<file path="src/rtl/exec_pkg.sv">
// Shared encodings for the execute stage: ALU operation codes and multiplier FSM states.
package exec_pkg;

  typedef enum logic [3:0] {
    ALU_AND   = 4'b0000,
    ALU_OR    = 4'b0001,
    ALU_ADD   = 4'b0010,
    ALU_SUB   = 4'b0110,
    ALU_PASSB = 4'b0111,
    ALU_NOR   = 4'b1100,
    ALU_MUL   = 4'b1000
  } alu_op_t;

  typedef enum logic [1:0] {
    IDLE = 2'd0,
    MUL  = 2'd1,
    DONE = 2'd2
  } mul_state_t;

endpackage

</file>
<file path="src/rtl/mul_iter.sv">
// Radix-2 shift-add multiplier: N steps after start, low N product bits; start is ignored while busy.
// done marks the final step cycle, where product already carries the complete result.
module mul_iter #(
  parameter int N = 64
) (
  input  logic         clk,
  input  logic         reset_n,
  input  logic         start,
  input  logic [N-1:0] a,
  input  logic [N-1:0] b,
  output logic         busy,
  output logic         done,
  output logic [N-1:0] product
);

  localparam int CW = $clog2(N);
  localparam logic [CW-1:0] LAST = CW'(N - 1);

  logic [CW-1:0] cnt_q, cnt_d;
  logic [N-1:0]  acc_q, acc_d;
  logic [N-1:0]  mcand_q, mcand_d;
  logic [N-1:0]  mplier_q, mplier_d;
  logic          busy_q, busy_d;
  logic [N-1:0]  acc_step;

  // Once all multiplier bits are consumed mplier_q is 0, so product equals acc_q.
  assign acc_step = acc_q + (mplier_q[0] ? mcand_q : '0);
  assign product  = acc_step;
  assign busy     = busy_q;
  assign done     = busy_q && (cnt_q == LAST);

  always_comb begin
    cnt_d    = cnt_q;
    acc_d    = acc_q;
    mcand_d  = mcand_q;
    mplier_d = mplier_q;
    busy_d   = busy_q;
    if (busy_q) begin
      acc_d    = acc_step;
      mcand_d  = mcand_q << 1;
      mplier_d = mplier_q >> 1;
      if (cnt_q == LAST) begin
        cnt_d  = '0;
        busy_d = 1'b0;
      end else begin
        cnt_d = cnt_q + 1'b1;
      end
    end else if (start) begin
      cnt_d    = '0;
      acc_d    = '0;
      mcand_d  = a;
      mplier_d = b;
      busy_d   = 1'b1;
    end
  end

  always_ff @(posedge clk or negedge reset_n) begin
    if (!reset_n) begin
      cnt_q    <= '0;
      acc_q    <= '0;
      mcand_q  <= '0;
      mplier_q <= '0;
      busy_q   <= 1'b0;
    end else begin
      cnt_q    <= cnt_d;
      acc_q    <= acc_d;
      mcand_q  <= mcand_d;
      mplier_q <= mplier_d;
      busy_q   <= busy_d;
    end
  end

endmodule

</file>
<file path="src/rtl/execute_pipe.sv">
// Execute stage: ALU, branch target and store data into a valid/ready output register, 1-cycle latency; holds while !out_ready.
// EXEC_MUL_EN adds an iterative MUL (code 4'b1000, N+1 cycle latency, stalls intake); otherwise that code yields 0.
module execute_pipe
  import exec_pkg::*;
#(
  parameter int N        = 64,
  parameter int BR_SHIFT = 2
) (
  input  logic         clk,
  input  logic         reset_n,
  input  logic         in_valid,
  output logic         in_ready,
  input  logic         AluSrc,
  input  logic [3:0]   AluControl,
  input  logic [N-1:0] PC_E,
  input  logic [N-1:0] signImm_E,
  input  logic [N-1:0] readData1_E,
  input  logic [N-1:0] readData2_E,
  output logic         out_valid,
  input  logic         out_ready,
  output logic [N-1:0] PCBranch_M,
  output logic [N-1:0] aluResult_M,
  output logic [N-1:0] writeData_M,
  output logic         zero_M,
  output logic         busy
);

  logic [N-1:0] op_b, alu_res, pcb_calc;
  logic         out_free, accept, is_mul, load_alu, load_mul;
  logic [N-1:0] mul_res, mul_pcb, mul_wd;

  logic         out_valid_q, out_valid_d;
  logic [N-1:0] res_q, res_d;
  logic [N-1:0] pcb_q, pcb_d;
  logic [N-1:0] wd_q, wd_d;
  logic         zero_q, zero_d;

  assign op_b     = AluSrc ? signImm_E : readData2_E;
  assign pcb_calc = PC_E + (signImm_E << BR_SHIFT);
  assign out_free = !out_valid_q || out_ready;
  assign accept   = in_valid && in_ready;
  assign load_alu = accept && !is_mul;

  always_comb begin
    alu_res = '0;
    case (AluControl)
      ALU_AND:   alu_res = readData1_E & op_b;
      ALU_OR:    alu_res = readData1_E | op_b;
      ALU_ADD:   alu_res = readData1_E + op_b;
      ALU_SUB:   alu_res = readData1_E - op_b;
      ALU_PASSB: alu_res = op_b;
      ALU_NOR:   alu_res = ~(readData1_E | op_b);
      default:   alu_res = '0;
    endcase
  end

`ifdef EXEC_MUL_EN
  mul_state_t   state_q, state_d;
  logic         mul_busy, mul_done, product_rdy;
  logic [N-1:0] mul_product;
  logic [N-1:0] hold_pcb_q, hold_wd_q;

  assign is_mul = (AluControl == ALU_MUL);

  mul_iter #(.N(N)) u_mul (
    .clk     (clk),
    .reset_n (reset_n),
    .start   (accept && is_mul),
    .a       (readData1_E),
    .b       (op_b),
    .busy    (mul_busy),
    .done    (mul_done),
    .product (mul_product)
  );

  // DONE only exists while an older result blocks the register; intake stays closed there too.
  assign product_rdy = ((state_q == MUL) && mul_done) || (state_q == DONE);
  assign load_mul    = product_rdy && out_free;
  assign busy        = mul_busy;
  assign in_ready    = !mul_busy && (state_q != DONE) && out_free;
  assign mul_res     = mul_product;
  assign mul_pcb     = hold_pcb_q;
  assign mul_wd      = hold_wd_q;

  always_comb begin
    state_d = state_q;
    case (state_q)
      IDLE: if (accept && is_mul) state_d = MUL;
      MUL:  if (mul_done) state_d = out_free ? IDLE : DONE;
      DONE: if (out_free) state_d = IDLE;
      default: state_d = IDLE;
    endcase
  end

  always_ff @(posedge clk or negedge reset_n) begin
    if (!reset_n) begin
      state_q    <= IDLE;
      hold_pcb_q <= '0;
      hold_wd_q  <= '0;
    end else begin
      state_q <= state_d;
      if (accept && is_mul) begin
        hold_pcb_q <= pcb_calc;
        hold_wd_q  <= readData2_E;
      end
    end
  end
`else
  assign is_mul   = 1'b0;
  assign load_mul = 1'b0;
  assign busy     = 1'b0;
  assign in_ready = out_free;
  assign mul_res  = '0;
  assign mul_pcb  = '0;
  assign mul_wd   = '0;
`endif

  // A pop clears valid unless a load in the same cycle refills the register.
  always_comb begin
    out_valid_d = out_valid_q;
    res_d       = res_q;
    pcb_d       = pcb_q;
    wd_d        = wd_q;
    zero_d      = zero_q;
    if (out_valid_q && out_ready) out_valid_d = 1'b0;
    if (load_alu) begin
      out_valid_d = 1'b1;
      res_d       = alu_res;
      pcb_d       = pcb_calc;
      wd_d        = readData2_E;
      zero_d      = (alu_res == '0);
    end else if (load_mul) begin
      out_valid_d = 1'b1;
      res_d       = mul_res;
      pcb_d       = mul_pcb;
      wd_d        = mul_wd;
      zero_d      = (mul_res == '0);
    end
  end

  always_ff @(posedge clk or negedge reset_n) begin
    if (!reset_n) begin
      out_valid_q <= 1'b0;
      res_q       <= '0;
      pcb_q       <= '0;
      wd_q        <= '0;
      zero_q      <= 1'b0;
    end else begin
      out_valid_q <= out_valid_d;
      res_q       <= res_d;
      pcb_q       <= pcb_d;
      wd_q        <= wd_d;
      zero_q      <= zero_d;
    end
  end

  assign out_valid   = out_valid_q;
  assign aluResult_M = res_q;
  assign PCBranch_M  = pcb_q;
  assign writeData_M = wd_q;
  assign zero_M      = zero_q;

endmodule

</file>
<file path="config.mk">
export PLATFORM = sky130hd
export DESIGN_NAME = execute_pipe
export DESIGN_NICKNAME = d
export VERILOG_FILES = /design/src/rtl/exec_pkg.sv /design/src/rtl/mul_iter.sv /design/src/rtl/execute_pipe.sv
export SDC_FILE = /design/constraint.sdc
export NUM_CORES = 1
export LEC_CHECK = 0
export CAP_MARGIN = 20
export CORE_MARGIN = 8
export CORE_UTILIZATION = 43
export DETAILED_ROUTE_END_ITERATION = 10
export PLACE_DENSITY = 0.75
export SETUP_SLACK_MARGIN = 0.15
export SLEW_MARGIN = 20
export SYNTH_ARGS = -nofsm -noshare
export SYNTH_HDL_FRONTEND = slang
export SYNTH_HIERARCHICAL = 1
export SYNTH_SLANG_ARGS = --single-unit
</file>
<file path="constraint.sdc">
create_clock -name clk -period 4.45 [get_ports clk]
set_clock_uncertainty 0.15 [all_clocks]
set_input_delay 0.89 -clock clk [delete_from_list [all_inputs] [get_ports clk]]
set_output_delay 0.89 -clock clk [all_outputs]
set_load 0.03 [all_outputs]
</file>
# After elaboration in Yosys (flattened, before gate mapping)
# Cells that the tools add are included.
# Widths: inputs -> output; s select.
# word_totals
input_bits	265
word_cells	27
register_bits	194
out_inout_bits	196
# op_classes
reduce_logical	7
eq_ne	5
muxes	4
bitwise_logic	3
addsub	3
# op_table
op	n
$pmux 64 s6	1
$add 64x64->64	2
$and 64x64->64	1
$logic_not 64->1	1
$mux 64	1
$not 64->64	1
$or 64x64->64	1
$sub 64x64->64	1
$eq 4x3->1 const B	2
$eq 4x1->1 const B	1
$eq 4x2->1 const B	1
$eq 4x4->1 const B	1
$logic_not 4->1	1
$logic_and 1x1->1	2
$mux 1	2
$reduce_bool 2->1	1
$logic_not 1->1	1
$logic_or 1x1->1	1

# Depth between registers and ports, before layout
# logic_depth
ltp_word	5
depth_mapped	29
ltp_nobuf	26

# Worst setup path after synthesis
# OpenSTA, ideal clock, no wires.
# synth_timing
kind	input to register
from	input AluControl[1]
to	register zero_q, in the netlist zero_M
setup_time_ns	0.104
path_stages	26
n_path_buf	8
required_time_ns	4.196
t_arrival_ns	7.149
slack_ns	-2.953
path_cell_list	buf_2 nand2b_1 nor2_1 clkbuf_1 clkbuf_1 buf_1 buf_1 buf_1 nand2_1 clkbuf_1 o21ai_0 xnor2_1 ha_1 buf_2 a21oi_1 or4_1 o211a_1 a311oi_1 o31ai_2 xnor2_1 a21oi_1 nand2_1 or4_1 or4_1 or4_1 o41ai_2
# synth_via
elab_chain_cells	3
word_cells_on_any_way	8
cone_classes	5 x eq/ne; 1 x mux; 2 x reduce/logical
# synth_rtl
item	line_no	rtl
from (decl)	execute_pipe.sv:14	input logic [3:0] AluControl,
$eq 4x4->1, or another cell as far along	execute_pipe.sv:46	case (AluControl)
$pmux 64 s6 *	execute_pipe.sv:46	
$logic_not 64->1 *	execute_pipe.sv:131	zero_d = (alu_res == '0);
to (signal assigned)	execute_pipe.sv:153	zero_q <= zero_d;
to (decl)	execute_pipe.sv:36	logic zero_q, zero_d;
# Mark *: on every way between the ends. The rest lies on a longest branch, timed or not.
# A chain may end at the register's enable or synchronous reset.

# Worst setup path in the final report
# layout_timing
from	input AluSrc
to	register zero_q, in the netlist zero_M
# layout_via
elab_chain_cells	5
word_cells_on_any_way	8
cone_classes	2 x add/sub; 2 x mux; 3 x bitwise; 1 x reduce/logical
# layout_rtl
item	line_no	rtl
from (decl)	execute_pipe.sv:13	input logic AluSrc,
$mux 64 *	execute_pipe.sv:38	assign op_b = AluSrc ? signImm_E : readData2_E;
parallel branches: the longest is 2 deep, another holds $sub 64x64->64	n/a	
$pmux 64 s6 *	execute_pipe.sv:46	
$logic_not 64->1 *	execute_pipe.sv:131	
# Every way passes the cells marked *.

==> results.json <==
{
  "r2r-start": "out_valid$_DFFE_PN0P_",
  "worst_pin_slew_ns": 1.002,
  "p_total_mw": 9.686,
  "via_per_inst": 5.927,
  "ioPinCount": 461,
  "dr_wl_met2_um": 52010,
  "async_reset_ff_share_pct": 100.0,
  "power.leakage_nw": 15.77,
  "wl_per_cell_um": 24.12,
  "cts_tree": "done",
  "finalCritPeriodShare_pct": 142.6,
  "cts.clk_slew.worst_paths_ns": 0.08,
  "synth_edf_count": 0,
  "start_util_pct": 43.18,
  "ir_drop_mv": 0.2978,
  "layout.nets": 4244,
  "rrSetupSlack_ns": 0.71,
  "slew_headroom_pct": 33.20,
  "drive_gt1_share_pct": 32.72,
  "cts_hold_buf": 0,
  "violations": "setup timing",
  "place_hpwl_um": 84380,
  "synth_area_leader_cell": "dfrtp_1",
  "area_growth_pct": 71.86,
  "layout.cells.non_filler": 4474,
  "syn_area_um2": 19890,
  "worstPathMaxFanout": 6,
  "antenna_left": 0,
  "htree_levels": 4,
  "drt-pass1-iter-count": 9,
  "cts_buffer_depth": 2,
  "highest_layer": "met5",
  "design_area_um2": 34180,
  "min_period_ns": 6.345,
  "seq_area_um2": 4855,
  "clk_latency_ns": 0.53,
  "fp.dieW_um": 231.1,
  "path_class": "in -> reg",
  "totalWireLength_um": 107900,
  "cp-end-kind": "flip-flop",
  "synth_top_family_by_area": "compound AO/OA/AOI/OAI gates",
  "synth_top_area_share_pct": 24.41,
  "grt.overflow.total": 0,
  "finalSetupViolations": 48,
  "die_area_um2": 53390,
  "seq_area_frac_synth_pct": 24.41,
  "wl_met3_um": 8874,
  "ys_warn_count": 6,
  "grt_pass1_vias": 27120,
  "reg2regPathDepth": 11,
  "dp_slack_ns": -2.818,
  "power_density_nw_per_um2": 283.4,
  "synth-seq-cells": 194,
  "synth-simple-area-share_pct": 21.79,
  "gp_congestion": 1.085,
  "hold_violations": 0,
  "cts.sinks": 194,
  "synth_mux_area_share_pct": 4.020,
  "synth.area.top_cells": "dfrtp_1 (24%), nand2_1 (9.3%), ha_1 (8.0%)",
  "syn-instance-count": 2656,
  "drt_iter0_markers": 2517,
  "timing.hold.ws_ns": 0.3122,
  "syn_avg_cell_area_um2": 7.488,
  "dpl.cell_count": 4351,
  "drc_errors": 0,
  "core_um2": 46060,
  "wl_met1_um": 38210,
  "fp.dieH_um": 231.1,
  "timing.fmax_mhz": 157.6,
  "setup_slack_ns": -1.895,
  "maxCapViolCount": 0,
  "place_area_um2": 30880,
  "multiInputGateArea_um2": 16040,
  "clockRootBuffer": "clkbuf_16",
  "required_ns": 4.73,
  "synth_fa_ha_area_share_pct": 10.97,
  "synth_xor_area_share_pct": 7.178,
  "rsz0062_at_grt": "yes",
  "num-fill-cells": 3480,
  "status": "finished with violations",
  "cts_made_buffers": 17,
  "grt_pass1_wl_um": 158800,
  "antenna_found_initial": 2,
  "io_buffers": 459,
  "grt_max_degree": 147,
  "cp-start-kind": "primary input",
  "synth_compound_area_share_pct": 26.56,
  "cp.arrival_ns": 6.62,
  "routed-via-count": 26520,
  "synth_fp_nets": 3050,
  "final_max_slew_viol_count": 0,
  "hp-class": "in -> async",
  "ys.flop_type": "dfrtp_1",
  "r2r-end": "zero_M$_DFFE_PN0P_",
  "grt_use_total_pct": 38.52,
  "rows": 79,
  "yosysUniqueCellTypes": 90
}
[worst max path at each step]
stage	startpoint	depth (start not counted)	to	slack (ns)
2_1_floorplan	AluSrc	28	zero_M$_DFFE_PN0P_	-2.16
3_3_place_gp	signImm_E[1]	28	zero_M$_DFFE_PN0P_	-2.74
3_5_place_dp	signImm_E[1]	26	zero_M$_DFFE_PN0P_	-2.82
4_1_cts	AluSrc	29	zero_M$_DFFE_PN0P_	-1.80
5_1_grt	AluSrc	25	zero_M$_DFFE_PN0P_	-2.04
6_report	AluSrc	27	zero_M$_DFFE_PN0P_	-1.90
[synth_stat cells (19+ instances only)]
library cell	n
nand2_1	491
o21ai_0	237
a21oi_1	201
dfrtp_1	194
nor2_1	140
clkbuf_1	136
ha_1	127
xnor2_1	116
inv_1	90
a21o_1	85
nor3_1	56
maj3_1	54
mux2i_1	54
xor2_1	47
nand3_1	44
nand4_1	44
o31ai_1	34
or3_1	33
a31oi_1	30
and3_1	27
o21a_1	26
a22o_1	25
o21bai_1	23
nand2b_1	20
mux2_2	19
[stage by stage]
step / setup TNS [ns] / util (%)
finish: -32.24 / 74.20
floorplan: -30.50 / -
CTS: -24.47 / 71.92
global placement: -80.14 / 67.04
global route: -38.87 / 74.19
detailed placement: -83.62 / 67.04
[flip-flops by register name, indices dropped and copies added (netlist names)]
name and flops:
zero_M 1, aluResult_M 64, writeData_M 64, out_valid 1
PCBranch_M 64
[area by class of cell]
class / count / area share (%)
multi-input cells: 2205 / 46.94
repair buffers: 1342 / 33.88
flip-flops and latches: 194 / 14.20
well taps: 607 / 2.222
clock buffers: 18 / 1.256
inverters: 90 / 1.003
clock inverters: 14 / 0.4722
diodes: 4 / 0.02929
[critical path, stage by stage]
cell      delay, ns
buf_12         0.12
mux2_4         0.33
inv_4          0.07
ha_4           0.15
o221ai_4       0.11
nor2_4         0.12
o2111a_1       0.24
o21a_1         0.17
nand3b_1       0.16
buf_4          0.19
nor4_4         0.15
buf_6          0.17
a31oi_4        0.09
xnor2_1        0.13
ha_1           0.33
nand4_1        0.25
or4_4          0.63
o21a_1         0.21
o21ai_4        0.11
buf_4          0.15
o211ai_1       0.08
a21boi_1       0.19
o31ai_2        0.09
a2111o_1       0.40
or4_4          0.43
or4_4          0.42
o41ai_2        0.22
[report_power, final]
group          internal [mW]  total, mW  switching (mW)
sequential              2.05       2.23           0.178
clock                  0.755       1.68           0.921
combinational           2.67       5.79            3.12
[cells by family (layout without fill, tap and decap cells)]
group                      count (synthesis)  in the layout
other                                      1              5
and+or+nand+nor                          951            951
DFF                                      194            194
AOI/OAI and AO/OA                        830            830
buffers and inverters                    257           1464
muxes                                     76             76
xor gates and xnor gates                 163            163
adders and majority gates                184            184
[what timing repair did]
item	4_1_cts	5_1_grt
gates cloned	1	0
resized for setup	304	197
setup endpoints to repair	63	70
pin swaps	121	110
setup buffers	57	29
[routing by layer]
| metal | vias up | global-route usage [%] |
|---|---|---|
| met4 | 2 | 27.80 |
| met3 | 459 | 8.143 |
| met1 | 12590 | 41.48 |
| met5 | - | 0 |
| li1 | 11980 | - |
| met2 | 1486 | 66.69 |
[cell usage in the layout, fill, tap and decap left out, types with 22 or more instances in the layout]
master	n
a21o_1	84
mux2i_1	49
a22o_1	25
buf_4	807
a21oi_2	52
or3_1	32
o21a_1	25
nand2_1	478
xnor2_1	93
maj3_1	54
clkdlybuf4s50_1	420
ha_1	115
nor2_1	127
dlygate4sd2_1	29
a21oi_1	143
nand4_1	44
xor2_1	43
o21ai_2	36
o21ai_0	165
nor3_1	37
o21ai_1	33
nand3_1	41
o31ai_1	22
dfrtp_1	194
inv_1	88
buf_6	64
No activity file was read; power rests on OpenSTA's default activity.
